$ cat src/rtl/fetch_unit_if.sv
// Instruction-memory request/response and decode-handoff bundle of the fetch unit.
// master is the fetch side; slave is the imem plus decode side.
interface fetch_unit_if #(
    parameter int XLEN = 32
);
    logic            imem_req;
    logic [XLEN-1:0] imem_addr;
    logic            imem_gnt;
    logic            imem_rvalid;
    logic [31:0]     imem_rdata;
    logic            id_valid;
    logic            id_ready;
    logic [31:0]     id_instr;
    logic [XLEN-1:0] id_pc;
    logic [7:0]      id_op;

    modport master (
        output imem_req,
        output imem_addr,
        input  imem_gnt,
        input  imem_rvalid,
        input  imem_rdata,
        output id_valid,
        input  id_ready,
        output id_instr,
        output id_pc,
        output id_op
    );

    modport slave (
        input  imem_req,
        input  imem_addr,
        output imem_gnt,
        output imem_rvalid,
        output imem_rdata,
        input  id_valid,
        output id_ready,
        input  id_instr,
        input  id_pc,
        input  id_op
    );
endinterface

$ cat src/rtl/fetch_unit.sv
// Fetch front end: credit-limited imem requests, small instruction FIFO, redirect flush.
// FETCH_PERF_EN adds perf_fetched / perf_dropped counters.
module fetch_unit #(
    parameter int              XLEN      = 32,
    parameter logic [XLEN-1:0] RESET_PC  = '0,
    parameter int              BUF_DEPTH = 2,
    parameter int              MAX_OUTST = 4
) (
    input  logic            clock,
    input  logic            reset,
    input  logic            redirect,
    input  logic [XLEN-1:0] redirect_pc,
`ifdef FETCH_PERF_EN
    output logic [31:0]     perf_fetched,
    output logic [31:0]     perf_dropped,
`endif
    fetch_unit_if.master    bus
);
    localparam int PW = $clog2(BUF_DEPTH);
    localparam int OW = $clog2(MAX_OUTST + 1);
    localparam int CW = $clog2(MAX_OUTST + BUF_DEPTH + 1);

    typedef struct packed {
        logic [XLEN-1:0] pc;
        logic [31:0]     instr;
    } entry_t;

    entry_t          fifo [BUF_DEPTH];
    entry_t          head;
    logic [PW-1:0]   wptr, rptr;
    logic [PW:0]     count;
    logic [XLEN-1:0] fetch_pc, resp_pc, target;
    logic [OW-1:0]   inflight, discard, inflight_nx;
    logic [CW-1:0]   live, credit;
    logic            req, gnt_fire, drop, push, pop, valid;

    assign target = redirect_pc & ~XLEN'(3);

    // Requests already marked for discard no longer hold a FIFO credit.
    assign live   = CW'(inflight) - CW'(discard);
    assign credit = live + CW'(count);
    assign req    = !reset && !redirect
                  && (credit < CW'(BUF_DEPTH))
                  && (inflight < OW'(MAX_OUTST));

    assign gnt_fire    = req && bus.imem_gnt;
    assign drop        = bus.imem_rvalid && (discard != '0);
    assign push        = bus.imem_rvalid && (discard == '0);
    assign valid       = !reset && (count != '0);
    assign pop         = valid && bus.id_ready;
    assign inflight_nx = inflight + OW'(gnt_fire) - OW'(bus.imem_rvalid);

    assign bus.imem_req  = req;
    assign bus.imem_addr = fetch_pc;

    assign head         = fifo[rptr];
    assign bus.id_valid = valid;
    assign bus.id_instr = valid ? head.instr : '0;
    assign bus.id_pc    = valid ? head.pc : '0;
    assign bus.id_op    = valid ? head.instr[31:24] : '0;

    always_ff @(posedge clock) begin
        if (reset) begin
            fetch_pc <= RESET_PC;
            resp_pc  <= RESET_PC;
            inflight <= '0;
            discard  <= '0;
            wptr     <= '0;
            rptr     <= '0;
            count    <= '0;
        end else begin
            inflight <= inflight_nx;
            if (redirect) begin
                fetch_pc <= target;
                resp_pc  <= target;
                discard  <= inflight_nx;
                wptr     <= '0;
                rptr     <= '0;
                count    <= '0;
            end else begin
                if (gnt_fire)
                    fetch_pc <= fetch_pc + XLEN'(4);
                if (drop)
                    discard <= discard - OW'(1);
                if (push) begin
                    wptr    <= wptr + PW'(1);
                    resp_pc <= resp_pc + XLEN'(4);
                end
                if (pop)
                    rptr <= rptr + PW'(1);
                count <= count + (PW+1)'(push) - (PW+1)'(pop);
            end
        end
    end

    always_ff @(posedge clock) begin
        if (!reset && !redirect && push)
            fifo[wptr] <= '{pc: resp_pc, instr: bus.imem_rdata};
    end

`ifdef FETCH_PERF_EN
    // Redirect drops whatever is buffered and not popped, plus the word returning now.
    always_ff @(posedge clock) begin
        if (reset) begin
            perf_fetched <= '0;
            perf_dropped <= '0;
        end else begin
            if (pop)
                perf_fetched <= perf_fetched + 32'd1;
            if (redirect)
                perf_dropped <= perf_dropped + 32'(count) - 32'(pop)
                              + 32'(bus.imem_rvalid);
            else if (drop)
                perf_dropped <= perf_dropped + 32'd1;
        end
    end
`endif

    a_rvalid_tracked: assert property (
        @(posedge clock) disable iff (reset)
        !(bus.imem_rvalid && inflight == '0)
    );
endmodule

$ cat src/flat_wrapper.sv
// flat-port wrapper written by rule: the top's interface ports become plain ports
module fetch_unit_flat 
#(
    parameter int              XLEN      = 32,
    parameter logic [XLEN-1:0] RESET_PC  = '0,
    parameter int              BUF_DEPTH = 2,
    parameter int              MAX_OUTST = 4
)
  (clock, reset, redirect, redirect_pc, bus_imem_req, bus_imem_addr, bus_imem_gnt, bus_imem_rvalid, bus_imem_rdata, bus_id_valid, bus_id_ready, bus_id_instr, bus_id_pc, bus_id_op);
  fetch_unit_if #(.XLEN(XLEN)) bus_i ();
  input  logic clock;
  input  logic reset;
  input  logic redirect;
  input  logic [XLEN-1:0] redirect_pc;
  output wire logic [$bits(bus_i.imem_req)-1:0] bus_imem_req;
  output wire logic [$bits(bus_i.imem_addr)-1:0] bus_imem_addr;
  input wire logic [$bits(bus_i.imem_gnt)-1:0] bus_imem_gnt;
  input wire logic [$bits(bus_i.imem_rvalid)-1:0] bus_imem_rvalid;
  input wire logic [$bits(bus_i.imem_rdata)-1:0] bus_imem_rdata;
  output wire logic [$bits(bus_i.id_valid)-1:0] bus_id_valid;
  input wire logic [$bits(bus_i.id_ready)-1:0] bus_id_ready;
  output wire logic [$bits(bus_i.id_instr)-1:0] bus_id_instr;
  output wire logic [$bits(bus_i.id_pc)-1:0] bus_id_pc;
  output wire logic [$bits(bus_i.id_op)-1:0] bus_id_op;
  assign bus_imem_req = bus_i.imem_req;
  assign bus_imem_addr = bus_i.imem_addr;
  assign bus_i.imem_gnt = bus_imem_gnt;
  assign bus_i.imem_rvalid = bus_imem_rvalid;
  assign bus_i.imem_rdata = bus_imem_rdata;
  assign bus_id_valid = bus_i.id_valid;
  assign bus_i.id_ready = bus_id_ready;
  assign bus_id_instr = bus_i.id_instr;
  assign bus_id_pc = bus_i.id_pc;
  assign bus_id_op = bus_i.id_op;
  fetch_unit #(.XLEN(XLEN), .RESET_PC(RESET_PC), .BUF_DEPTH(BUF_DEPTH), .MAX_OUTST(MAX_OUTST)) u_core (.clock(clock), .reset(reset), .redirect(redirect), .redirect_pc(redirect_pc), .bus(bus_i));
endmodule
$ cat config.mk
export PLATFORM = sky130hd
export DESIGN_NAME = fetch_unit_flat
export DESIGN_NICKNAME = d
export VERILOG_FILES = /design/src/rtl/fetch_unit_if.sv /design/src/rtl/fetch_unit.sv /design/src/flat_wrapper.sv
export SDC_FILE = /design/constraint.sdc
export NUM_CORES = 1
export LEC_CHECK = 0
export ABC_AREA = 1
export CAP_MARGIN = 40
export CORE_AREA = 2 2 152 154
export CTS_CLUSTER_SIZE = 16
export DETAILED_ROUTE_END_ITERATION = 8
export DIE_AREA = 0 0 154 156
export MAX_ROUTING_LAYER = met4
export PLACE_DENSITY = 0.69
export SLEW_MARGIN = 10
export SYNTH_ARGS = -nofsm -noshare
export SYNTH_HDL_FRONTEND = slang
export SYNTH_SLANG_ARGS = --single-unit
$ cat constraint.sdc
create_clock -name clock -period 8.8 [get_ports clock]
set_input_delay 1.76 -clock clock [delete_from_list [all_inputs] [get_ports clock]]
set_output_delay 1.76 -clock clock [all_outputs]
set_load 0.03 [all_outputs]
==> results.sh <==
export IMPL_fillers=2032
export IMPL_vias_per_cell=4.97
export IMPL_worstSetupStartpointType="primary input"
export IMPL_total_power_mw=2.16
export IMPL_drt_antenna_violating_nets=0
export IMPL_crit_type="in2out"
export IMPL_n_antenna_cell=0
export IMPL_cp_arrival_ps=3900
export IMPL_grt_max_degree=65
export IMPL_place_port_buffers=169
export IMPL_wl_per_cell_um=15.3
export IMPL_async_flop_share=0
export IMPL_synthTopCellsByArea="edfxtp_1 (38%), dfxtp_1 (14%), nand2_1 (12%), mux2_2 (7.1%), inv_1 (5.7%)"
export IMPL_finalClockSkew_ps=14.5
export IMPL_postLayoutSetupSlackWorst_ps=3140
export IMPL_period_minus_slack_ps=5660
export IMPL_die_area_um2=24000
export IMPL_crit_fanout=64
export IMPL_final_util=0.552
export IMPL_yosysUniqueCellTypes=44
export IMPL_die_y_um=156
export IMPL_avgSynthCellArea_um2=8.79
export IMPL_antenna_found_initial=0
export IMPL_rows=55
export IMPL_drive_gt1_frac=0.105
export IMPL_pin_count=176
export IMPL_peakVddDrop_v=0.000110
export IMPL_dp_hpwl_um=16600
export IMPL_slew_headroom=0.432
export IMPL_ys_warn_count=0
export IMPL_gp_congestion=0.892
export IMPL_design_area_um2=12300
export IMPL_yosysTopAreaCellShare=0.377
export IMPL_leakage_nw=4.89
export IMPL_period_share=0.643
export IMPL_vias=7811
export IMPL_cts_sinks=195
export IMPL_drv_slew=0
export IMPL_synth_top_area_cell="edfxtp_1"
export IMPL_synth_edff_count=124
export IMPL_grt_pass1_wl_um=37600
export IMPL_cts_hold_buf=0
export IMPL_tritoncts="built"
export IMPL_insertion_delay_ps=440
export IMPL_nets=1357
export IMPL_endpoint_kind="primary output"
export IMPL_cp_data_required_time_ps=7040
export IMPL_netlist_area_um2=9870
export IMPL_htree_levels=4
export IMPL_min_path_type="reg2reg"
export IMPL_drt_total_wl_um=24000
export IMPL_track_usage=0.206
export IMPL_clockBufferDepth=2
export IMPL_coreArea_um2=22400
export IMPL_firstDrtPassIters=5
export IMPL_regArea_um2=5150
export IMPL_cts_buffers=17
export IMPL_cap_viol_max_count=0
export IMPL_hold_viol_final=0
export IMPL_grt_pass1_vias=7243
export IMPL_drc=0
export IMPL_multi_input_area_um2=3900
export IMPL_rsz0062_at_grt="false"
export IMPL_placed_area_um2=11700
export IMPL_grt_overflow=0
export IMPL_status="finished clean"
export IMPL_setup_viol=0
export IMPL_synth_most_common_cell="nand2_1"
export IMPL_post_cts_buffers=0
export IMPL_initial_utilization=0.441
export IMPL_die_w_um=154
export IMPL_root_buffer="clkbuf_16"
export IMPL_max_freq_mhz=177
export IMPL_synth_top_cells_by_count="nand2_1 (319), inv_1 (149), edfxtp_1 (124), nor2_1 (103), dfxtp_1 (71)"
export IMPL_cellPowerDensity_nw_per_um2=175
export IMPL_synthToLayoutAreaGrowth_pct=25.0
export IMPL_setup_tns_ps=0
export IMPL_synth_cells=1123
export IMPL_tightest_slew_ps=852
export IMPL_dr_first_iter_drc_count=546
export IMPL_path_clk_slew_ps=70
export IMPL_yosysSeqAreaShare=0.521
export IMPL_ys_seq_elements=195
export IMPL_dp_slack_ps=3100
export IMPL_ctsResizeCount=0
export IMPL_synth_main_ff_cell="edfxtp_1"
==> stage by stage <==
stage / instances / hold WS [ps]
2_1_floorplan: 1126 / 426
3_3_place_gp: 1540 / 438
3_5_place_dp: 1541 / 467
4_1_cts: 1573 / 481
5_1_grt: 1573 / 497
6_report: 1573 / 477
==> worst max-delay path, cell delays in order <==
cell and delay (ps):
buf_2 90, buf_4 330, a21oi_4 200, buf_4 550, nand2_1 120, inv_1 110
clkdlybuf4s50_1 670
==> routing by layer <==
metal,routed length [um],up-vias,GRT usage
met5,0,-,-
met4,491,0,0.0770
met3,1320,30,0.0333
met2,10500,279,0.304
met1,11700,3574,0.288
li1,-,3928,-
==> state kept, by name, summed over array words and instances (netlist names), named ones only <==
register	flops
u_core.wptr	1
u_core.rptr	1
u_core.inflight	3
u_core.count	2
u_core.fifo	124
u_core.bus.imem_addr	30
u_core.discard	3
u_core.resp_pc	30
==> layout by cell type, fill, tap and decap left out, drive strengths merged, types with 2 or more instances in the layout <==
| master | instances |
|---|---|
| nand2 | 324 |
| clkdlybuf4s50 | 167 |
| inv | 157 |
| edfxtp | 124 |
| nor2 | 115 |
| dfxtp | 71 |
| nand3 | 65 |
| mux2 | 62 |
| a21oi | 47 |
| o21ai | 30 |
| xor2 | 20 |
| clkbuf | 17 |
| a31oi | 12 |
| ha | 9 |
| buf | 9 |
| nand4 | 7 |
| clkinv | 7 |
| xnor2 | 6 |
| nand3b | 6 |
| nor3 | 5 |
| o21bai | 4 |
| conb | 4 |
| clkinvlp | 4 |
| fa | 3 |
| or2 | 2 |
| o21a | 2 |
| o22ai | 2 |
| bufinv | 2 |
| a21boi | 2 |
==> logic make-up (layout without fill, tap and decap cells) <==
group                      Yosys count  in the layout  synth area share
buffers and inverters              201            363            0.0867
adders and majority gates           12             12            0.0175
AOI/OAI and AO/OA                  102            102            0.0569
other                                1              4          0.000380
DFF                                195            195             0.521
xor gates and xnor gates            26             26            0.0231
muxes                               62             62            0.0707
and+or+nand+nor                    524            524             0.223
==> power by group <==
part	total, mW	switching (mW)	internal [mW]
clock network	0.789	0.362	0.426
logic	0.321	0.192	0.129
registers	1.05	0.0394	1.02
total	2.16	0.594	1.57
==> worst paths after layout <==
check,from,endpoint,slack (ps),cells after the start
setup / recovery,reset,bus_id_instr[28],3140,7
hold / removal,u_core.wptr,u_core.wptr,480,2
setup reg to reg,u_core.inflight[1],u_core.discard[2],5020,17
hold reg to reg,u_core.wptr,u_core.wptr,480,2
==> layout make-up <==
class	count	share of cell area
Timing Repair Buffer	176	0.142
Tap cell	285	0.0289
Multi-Input combinational cell	730	0.316
Clock buffer	17	0.0345
Clock inverter	15	0.0141
Sequential cell	195	0.417
Inverter	155	0.0473
Note: power is estimated with default switching activity, not from simulation.
